## src/rtl/spike_window_decoder.sv

```systemverilog
// Counts per-channel output spikes over WINDOW cycles and classifies winner/tie; result valid 1 cycle after the last window cycle.
// Result is held in HOLD until out_valid&out_ready; spikes arriving while held are dropped and flagged via sticky missed.
module spike_window_decoder #(
    parameter int WINDOW = 256,
    parameter int CNT_W  = 8
) (
    input  logic             clk,
    input  logic             rst,
    input  logic             en,
    input  logic [1:0]       spike_in,
    input  logic             out_ready,
    output logic             out_valid,
    output logic [CNT_W-1:0] count0,
    output logic [CNT_W-1:0] count1,
    output logic             winner,
    output logic             tie,
    output logic             missed
);

    localparam int WC_W = (WINDOW > 2) ? $clog2(WINDOW) : 1;
    localparam logic [WC_W-1:0]  LAST_CYCLE = WC_W'(WINDOW - 1);
    localparam logic [CNT_W-1:0] SAT        = '1;

    typedef enum logic [1:0] {
        S_IDLE  = 2'd0,
        S_ACCUM = 2'd1,
        S_HOLD  = 2'd2
    } state_t;

    state_t            state_q, state_d;
    logic [WC_W-1:0]   win_cnt_q, win_cnt_d;
    logic [CNT_W-1:0]  acc0_q, acc0_d;
    logic [CNT_W-1:0]  acc1_q, acc1_d;
    logic              out_valid_q, out_valid_d;
    logic [CNT_W-1:0]  count0_q, count0_d;
    logic [CNT_W-1:0]  count1_q, count1_d;
    logic              winner_q, winner_d;
    logic              tie_q, tie_d;
    logic              missed_q, missed_d;

    // Saturating next values including this cycle's spikes.
    logic [CNT_W-1:0]  acc0_nxt, acc1_nxt;

    always_comb begin
        acc0_nxt = acc0_q;
        acc1_nxt = acc1_q;
        if (spike_in[0] && (acc0_q != SAT)) acc0_nxt = acc0_q + CNT_W'(1);
        if (spike_in[1] && (acc1_q != SAT)) acc1_nxt = acc1_q + CNT_W'(1);
    end

    always_comb begin
        state_d     = state_q;
        win_cnt_d   = win_cnt_q;
        acc0_d      = acc0_q;
        acc1_d      = acc1_q;
        out_valid_d = out_valid_q;
        count0_d    = count0_q;
        count1_d    = count1_q;
        winner_d    = winner_q;
        tie_d       = tie_q;
        missed_d    = missed_q;

        case (state_q)
            S_IDLE: begin
                if (en) begin
                    state_d   = S_ACCUM;
                    win_cnt_d = '0;
                    acc0_d    = '0;
                    acc1_d    = '0;
                end
            end
            S_ACCUM: begin
                acc0_d    = acc0_nxt;
                acc1_d    = acc1_nxt;
                win_cnt_d = win_cnt_q + WC_W'(1);
                if (win_cnt_q == LAST_CYCLE) begin
                    count0_d    = acc0_nxt;
                    count1_d    = acc1_nxt;
                    winner_d    = (acc1_nxt > acc0_nxt);
                    tie_d       = (acc1_nxt == acc0_nxt);
                    out_valid_d = 1'b1;
                    win_cnt_d   = '0;
                    state_d     = S_HOLD;
                end
            end
            S_HOLD: begin
                if (|spike_in) missed_d = 1'b1;
                if (out_ready) begin
                    out_valid_d = 1'b0;
                    acc0_d      = '0;
                    acc1_d      = '0;
                    win_cnt_d   = '0;
                    state_d     = en ? S_ACCUM : S_IDLE;
                end
            end
            default: state_d = S_IDLE;
        endcase
    end

    always_ff @(posedge clk) begin
        if (rst) begin
            state_q     <= S_IDLE;
            win_cnt_q   <= '0;
            acc0_q      <= '0;
            acc1_q      <= '0;
            out_valid_q <= 1'b0;
            count0_q    <= '0;
            count1_q    <= '0;
            winner_q    <= 1'b0;
            tie_q       <= 1'b0;
            missed_q    <= 1'b0;
        end else begin
            state_q     <= state_d;
            win_cnt_q   <= win_cnt_d;
            acc0_q      <= acc0_d;
            acc1_q      <= acc1_d;
            out_valid_q <= out_valid_d;
            count0_q    <= count0_d;
            count1_q    <= count1_d;
            winner_q    <= winner_d;
            tie_q       <= tie_d;
            missed_q    <= missed_d;
        end
    end

    assign out_valid = out_valid_q;
    assign count0    = count0_q;
    assign count1    = count1_q;
    assign winner    = winner_q;
    assign tie       = tie_q;
    assign missed    = missed_q;

endmodule

```

## config.mk

```make
export PLATFORM = sky130hd
export DESIGN_NAME = spike_window_decoder
export DESIGN_NICKNAME = d
export VERILOG_FILES = /design/src/rtl/spike_window_decoder.sv
export SDC_FILE = /design/constraint.sdc
export NUM_CORES = 1
export LEC_CHECK = 0
export ABC_AREA = 1
export CAP_MARGIN = 0
export CORE_MARGIN = 5
export CORE_UTILIZATION = 46
export CTS_CLUSTER_DIAMETER = 50
export DETAILED_ROUTE_END_ITERATION = 16
export GPL_TIMING_DRIVEN = 0
export PLACE_DENSITY_LB_ADDON = 0.3
export SLEW_MARGIN = 10
export SYNTH_ARGS = -nofsm -noshare
export SYNTH_HDL_FRONTEND = slang
export SYNTH_SLANG_ARGS = --single-unit
export TNS_END_PERCENT = 100
```

## constraint.sdc

```tcl
create_clock -name clk -period 4.7 [get_ports clk]
set_clock_uncertainty 0.2 [all_clocks]
set_input_delay 0.47 -clock clk [delete_from_list [all_inputs] [get_ports clk]]
set_output_delay 0.47 -clock clk [all_outputs]
set_load 0.01 [all_outputs]
```

# Word-level counts from Yosys, hierarchy flattened
# Index checks and enable logic that the tools add are counted.
# op_classes
order_cmp,1
n_shift,0
eq_ne,9
bitwise_logic,0
addsub,3
n_div,0
mux,16
reduce_logical,11
mul,0
# ops
operator,n
$pmux W8 S3,3
$mux W8,5
$add A8 B1 Y8 const B,3
$ne A8 B8 Y1 const B,2
$reduce_and A3 Y1,3
$eq A8 B8 Y1,1
$eq A8 B8 Y1 const B,1
$gt A8 B8 Y1,1
$mux W2,3
$ne A2 B2 Y1 const B,3
$pmux W2 S3,1
$reduce_and A2 Y1,2
$mux W1,3
$reduce_bool A3 Y1,1
$eq A2 B1 Y1 const B,1
$eq A2 B2 Y1 const B,1
$logic_and A1 B1 Y1,2
$logic_not A2 Y1,1
$pmux W1 S2,1
$reduce_bool A2 Y1,1
$reduce_or A2 Y1,1
# word_totals
latchBits,0
out_inout_bits,20
ff_bits,46
romBits,0
mem_bits_rw,0
memories,0

# Longest topological paths before layout
# Gate-level depths: netlist (run 1).
# depth
word_depth,4
mapped_depth,18
mapped_depth_nobuf,18

# Least setup slack after synthesis (run 1)
# OpenSTA, ideal clock, no wires.
# synth_timing
path_kind,register to register
from,register acc1_q[0]
to,"register winner_q, in the netlist winner"
period_less_slack_ps,2204
arrival_time_ps,1872
path_stages_with_launch,18
path_slack_ps,2496
setup_ps,132
t_required_ps,4368
path_cell_list,dfxtp_1 ha_1 inv_1 nor2_2 nand2_1 buf_6 nand2_1 nand2_1 nand2_1 inv_1 ha_1 nand2_1 nor2_1 nand2_1 nor2_1 nor2_1 nand2_1 a21oi_1
# synth_between
elab_chain_len,4
# synth_rtl
item,line,text
from (decl),33,"logic [CNT_W-1:0] acc1_q, acc1_d;"
from (signal assigned),105,acc1_q <= '0;
from (signal assigned),116,acc1_q <= acc1_d;
branches (longest 2 deep; another with $add A8 B1 Y8),-,
$mux W8 *,48,if (spike_in[1] && (acc1_q != SAT)) acc1_nxt = acc1_q + CNT_W'(1);
named net acc1_nxt[5],42,"logic [CNT_W-1:0] acc0_nxt, acc1_nxt;"
$gt A8 B8 Y1 *,79,winner_d = (acc1_nxt > acc0_nxt);
to (signal assigned),120,winner_q <= winner_d;
to (decl),37,"logic winner_q, winner_d;"
# Mark *: on every way through the listed nets, which the timed path passes.
# A chain may end at the register's enable or synchronous reset.

# Worst setup path in the final report (run 1)
# Same ends and word-level chain as after synthesis.

==> results.py, run 1 <==
metrics = {
    "critical_path": {
        "crit_buf_inv": 3,
        "cp_top_family": "simple AND/OR/NAND/NOR gates",
        "critPathRequiredTime_ns": 4.69,
        "cp.arrival_ns": 2.55,
        "crit_fanout": 10,
        "path_cells": "ha_1 > inv_1 > nor2_2 > nand2_1 > buf_6 > nand2_1 > nand2_1 > nand2_1 > inv_1 > ha_1 > nand2_1 > nor2_1 > nand2_1 > nor2_1 > nor2_1 > nand2_1 > a21oi_1",
        "crit_path_end_kind": "register",
        "critPathSlowestCell": "dfxtp_1",
        "critPathKind": "reg2reg",
        "cpPeakStageDelay_ns": 0.43,
        "start_kind": "register",
        "cp_common_cell": "nand2_1",
    },
    "outcome": {
        "status": "complete, no violations",
    },
    "synthesis": {
        "synth_common_cells": "nand2_1, inv_1, dfxtp_1, nand3_1, a21oi_1",
        "synthesis.nets": 413,
        "postSynth.asyncResetShare": 0,
        "yosysTopAreaCell": "dfxtp_1",
        "syn_avg_cell_area_sq_um": 6.730,
        "ys.flop_type": "dfxtp_1",
        "yosys.area.top_type_share": 0.3455,
        "syn_inst": 396,
        "synth_most_common_cell": "nand2_1",
        "synthDistinctLibCells": 33,
        "synth-edff-count": 0,
        "syn_area_sq_um": 2665,
        "ys.warnings.count": 0,
        "synth_seq_cells": 46,
        "synth_area_leaders": "dfxtp_1, nand2_1, inv_1",
        "yosysSeqAreaShare": 0.3455,
    },
    "clock_tree": {
        "h-tree-depth": 2,
        "cts.path.max_buffers": 2,
        "root_buffer": "clkbuf_8",
        "cts_tree": "done",
        "cts-buffers-inserted": 5,
        "post_cts_resized": 0,
        "holdBufCountCts": 0,
        "clk_pin_slew_ns": 0.09,
        "clkLatencyLatePin_ns": 0.31,
        "post-cts-setup-buffer-count": 0,
        "cts.sinks": 46,
    },
    "drt": {
        "wl_mm": 6.150,
        "firstDrtPassIters": 6,
        "wl_per_cell_um": 12.35,
        "route.detailed.drc": 0,
        "vias": 2519,
        "ant_nets": 0,
        "drt_iter0_markers": 89,
        "viasPerCell": 5.058,
    },
    "timing": {
        "tightest_slew_ns": 0.5136,
        "setup_viol": 0,
        "slew-limit-headroom": 0.6576,
        "holdWs_ns": 0.2276,
        "finalHoldViolCount": 0,
        "drv_slew": 0,
        "final.setup.tns_ns": 0,
        "timing.fmax_mhz": 389.9,
        "min_period_ns": 2.565,
        "rsz0062_at_grt": "false",
        "period_share": 0.5457,
    },
    "job": {
        "drv_cap": 0,
    },
    "finish": {
        "syn2layout_area_growth_pct": 15.87,
        "num_antenna_cells": 0,
        "finalCoreUtilization": 0.5540,
        "fin_nets": 442,
        "drive_gt1_frac": 0.1103,
    },
    "floorplan": {
        "die_h_um": 86.12,
        "die-area_sq_um": 7416,
        "pin_count": 26,
        "die_width_um": 86.12,
        "num_rows": 27,
        "initial_utilization": 0.4781,
        "core_area_sq_um": 5574,
    },
    "global_route": {
        "grt_usage": 0.1754,
        "grt_pass1_vias": 2292,
        "grt_pass1_wl_mm": 10.54,
        "overflow": 0,
        "antenna_found_initial": 0,
        "grt_max_degree": 16,
    },
    "power": {
        "p_per_area_nw_per_um2": 249.1,
        "max-vdd-ir-drop_mv": 0.1113,
        "fin_total_pwr_w": 0.0007693,
        "p_leak_nw": 1.275,
    },
    "worst_hold_path": {
        "hold_class": "in2reg",
    },
    "placed_design": {
        "dpl.hpwl_mm": 4.690,
        "io_buffers": 22,
        "place_congestion": 0.8639,
    },
}
==> flip-flops by register name (all words and copies together) (netlist names), 2 cells and up <==
register and cells:
acc0_q 8, count1 8, win_cnt_q 8, acc1_q 8, count0 8, state_q 2
==> report_power, final <==
part | leakage [nW] | switching [W] | internal, W
Clock | 0.0585 | 0.000146 | 0.000160
Sequential | 0.371 | 0.00000381 | 0.000393
Combinational | 0.845 | 0.0000446 | 0.0000220
Total | 1.28 | 0.000195 | 0.000575
==> per-layer routing <==
layer | routed length, um | vias up | GRT usage
li1 | - | 1315 | -
met1 | 2900 | 1164 | 0.2248
met2 | 2946 | 32 | 0.3048
met3 | 215 | 8 | 0.02305
met4 | 87 | 0 | 0.05180
met5 | 0 | - | 0
==> final cells by class <==
cell class                 count  area [sq um]
clock buffer                   5         68.82
sequential                    46         920.9
fill                         554          2486
multi-input combinational    280          1418
timing repair buffer          22         220.2
buffer                        16         122.6
inverter                      54         203.9
clock inverter                 3         43.79
tap                           72         90.09
==> worst paths after layout <==
| path | start | to | slack [ns] | depth (start not counted) |
|---|---|---|---|---|
| setup / recovery | acc1_q[0]$_SDFFE_PP0P_ | winner$_SDFFE_PP0P_ | 2.14 | 17 |
| hold / removal | rst | acc1_q[0]$_SDFFE_PP0P_ | 0.23 | 2 |
| setup reg to reg | acc1_q[0]$_SDFFE_PP0P_ | winner$_SDFFE_PP0P_ | 2.14 | 17 |
| hold reg to reg | missed$_SDFFE_PP0P_ | missed$_SDFFE_PP0P_ | 0.27 | 2 |
==> cells by family (layout without fill, tap and decap cells) <==
kind of cell               after synthesis  count (layout)  synth area share
DFF                                     46              46            0.3455
AOI/OAI and AO/OA                       66              66            0.1437
buffers and inverters                   70             100            0.1225
xor gates and xnor gates                 2               2          0.006574
adders and majority gates               11              11           0.05164
and+or+nand+nor                        201             201            0.3300
==> worst reg2reg max path: cells and delay by family (launching register included) <==
kind	cells	cell delay, ns
buffers and inverters	3	0.27
flip-flops	1	0.43
AO/OA/AOI/OAI	1	0.06
adder cells (fa/ha/maj)	2	0.53
AND/OR/NAND/NOR	11	0.96
==> cells in the final DEF (no fill, tap or decap), types with 2 or more instances in the layout <==
master,count
nand2_1,120
inv_1,51
dfxtp_1,46
nand3_1,34
a21oi_1,32
nor2_1,24
clkdlybuf4s50_1,22
ha_1,11
o21ai_1,10
a21oi_2,10
o21ai_0,8
buf_2,5
nor2_2,5
clkbuf_8,5
buf_4,4
buf_6,4
nor3_1,4
o21bai_1,3
nand3_2,3
o21a_1,3
nand2_2,2
nand3b_1,2
clkinv_2,2
or2_1,2
clkbuf_1,2
==> through the flow <==
| stage | setup slack, ns | instances | instance area (sq um) |
|---|---|---|---|
| final | 2.135 | 498 | 3088 |
| after global routing | 1.894 | 498 | 3088 |
| after CTS | 2.132 | 498 | 3088 |
| after detailed placement | 2.140 | 490 | 2975 |
| after global placement | 2.206 | 490 | 2975 |
| after floorplan | 2.496 | 396 | 2665 |
Power figures use the tool's default switching activity.
==> inputs of run 2 (changes only) <==
clock period = 2.6 ns   (was 4.7 ns; I/O delays follow)
==> results.py, run 2 (synthesized netlist as in run 1, its figures left out) <==
metrics = {
    "finish": {
        "fillers": 550,
        "fin_nets": 443,
        "fin_area_sq_um": 3123,
        "multi_input_area_sq_um": 1438,
        "seq_area_sq_um": 928.4,
        "drive_gt1_frac": 0.1311,
        "finalCoreUtilization": 0.5603,
        "num_antenna_cells": 0,
        "final_cell_mix": "nand2_1, inv_1, dfxtp_1, nand3_1, a21oi_1",
        "layout_commonest_cell": "nand2_1",
        "syn2layout_area_growth_pct": 17.18,
    },
    "power": {
        "p_leak_nw": 1.276,
        "p_per_area_nw_per_um2": 446.2,
        "max-vdd-ir-drop_mv": 0.1990,
        "fin_total_pwr_w": 0.001393,
    },
    "critical_path": {
        "crit_buf_inv": 3,
        "path_cells": "ha_2 > inv_1 > nor2_2 > nand2_1 > buf_6 > nand2_1 > nand2_1 > nand2_2 > inv_1 > ha_1 > nand2_1 > nor2_2 > nand2_1 > nor2_1 > nor2_1 > nand2_1 > a21oi_1",
        "cp_common_cell": "nand2_1",
        "critPathSlowestCell": "dfxtp_4",
        "critPathKind": "reg2reg",
        "start_kind": "register",
        "cpPeakStageDelay_ns": 0.38,
        "cp.arrival_ns": 2.41,
        "crit_path_end_kind": "register",
        "crit_fanout": 10,
        "critPathRequiredTime_ns": 2.58,
        "cp_top_family": "simple AND/OR/NAND/NOR gates",
    },
    "drt": {
        "wl_per_cell_um": 12.56,
        "drt_iter0_markers": 100,
        "route.detailed.drc": 0,
        "firstDrtPassIters": 6,
        "vias": 2528,
        "ant_nets": 0,
        "viasPerCell": 5.066,
        "wl_mm": 6.266,
    },
    "global_route": {
        "grt_pass1_wl_mm": 10.54,
        "antenna_found_initial": 0,
        "grt_pass1_vias": 2292,
        "grt_max_degree": 16,
        "overflow": 0,
        "grt_usage": 0.1754,
    },
    "placed_design": {
        "placed_cell_area_sq_um": 2975,
        "dpl.hpwl_mm": 4.690,
        "place_congestion": 0.8639,
        "io_buffers": 22,
    },
    "floorplan": {
        "num_rows": 27,
        "core_area_sq_um": 5574,
        "die_width_um": 86.12,
        "initial_utilization": 0.4781,
        "die_h_um": 86.12,
        "die-area_sq_um": 7416,
        "pin_count": 26,
    },
    "timing": {
        "period_share": 0.9343,
        "tightest_slew_ns": 0.5234,
        "timing.fmax_mhz": 411.6,
        "slew-limit-headroom": 0.6511,
        "setup_viol": 0,
        "final.setup.tns_ns": 0,
        "min_period_ns": 2.429,
        "holdWs_ns": 0.009691,
        "finalHoldViolCount": 0,
        "drv_slew": 0,
    },
    "clock_tree": {
        "cts-buffers-inserted": 5,
        "cts.path.max_buffers": 2,
        "clk_pin_slew_ns": 0.09,
        "cts_tree": "done",
        "cts.sinks": 46,
        "h-tree-depth": 2,
        "root_buffer": "clkbuf_8",
        "clkLatencyLatePin_ns": 0.31,
        "holdBufCountCts": 0,
    },
    "worst_hold_path": {
        "hold_class": "in2reg",
    },
    "outcome": {
        "status": "complete, no violations",
    },
    "job": {
        "drv_cap": 0,
    },
}
run 2: final cells by class:
type                    count  share of cell area
plain buffers              16             0.03926
clock buffers               5             0.02204
repair buffers             23             0.07292
inverters                  54             0.06530
clock inverters             3             0.01402
well taps                  72             0.02885
multi-input cells         280              0.4603
flip-flops and latches     46              0.2973
run 2: timing repair:
action | 4_1_cts | 5_1_grt
buffers inserted | 0 | 1
setup endpoints to repair | 0 | 2
gates resized for setup | 0 | 11
run 2: worst paths after layout:
check,to,cells after the start,from,slack [ns]
worst max-delay path,winner$_SDFFE_PP0P_,17,acc1_q[0]$_SDFFE_PP0P_,0.17
worst min-delay path,acc1_q[0]$_SDFFE_PP0P_,2,rst,0.01
worst max register to register,winner$_SDFFE_PP0P_,17,acc1_q[0]$_SDFFE_PP0P_,0.17
worst min register to register,missed$_SDFFE_PP0P_,2,missed$_SDFFE_PP0P_,0.27
run 2: worst reg2reg max path, delay by kind of cell (launching register included):
family | cells | cell delay, ns
adders and majority gates | 2 | 0.49
AOI/OAI and AO/OA | 1 | 0.06
and+or+nand+nor | 11 | 0.92
DFF | 1 | 0.38
buffers and inverters | 3 | 0.25
run 2: through the flow:
stage | setup slack [ns] | instances
global route | -0.02861 | 499
detailed placement | 0.03972 | 490
CTS | 0.03173 | 498
finish | 0.1707 | 499
floorplan | 0.3961 | 396
global placement | 0.1058 | 490
run 2: power breakdown:
part           internal [W]  switching, W
Combinational     0.0000407     0.0000822
Sequential         0.000710    0.00000767
Clock              0.000288      0.000264
Total               0.00104      0.000354
run 2: metal layers:
metal	GRT usage	vias up	share of wire
li1	-	1314	-
met1	0.2248	1176	0.47
met2	0.3048	30	0.48
met3	0.02305	8	0.037
met4	0.05180	0	0.012
met5	0	-	0
==> inputs of run 3 (changes only) <==
TNS_END_PERCENT = 50   (was 100)
==> results of run 3 <==
Same layout as run 2: the final DEF is identical, and so are final timing and power.
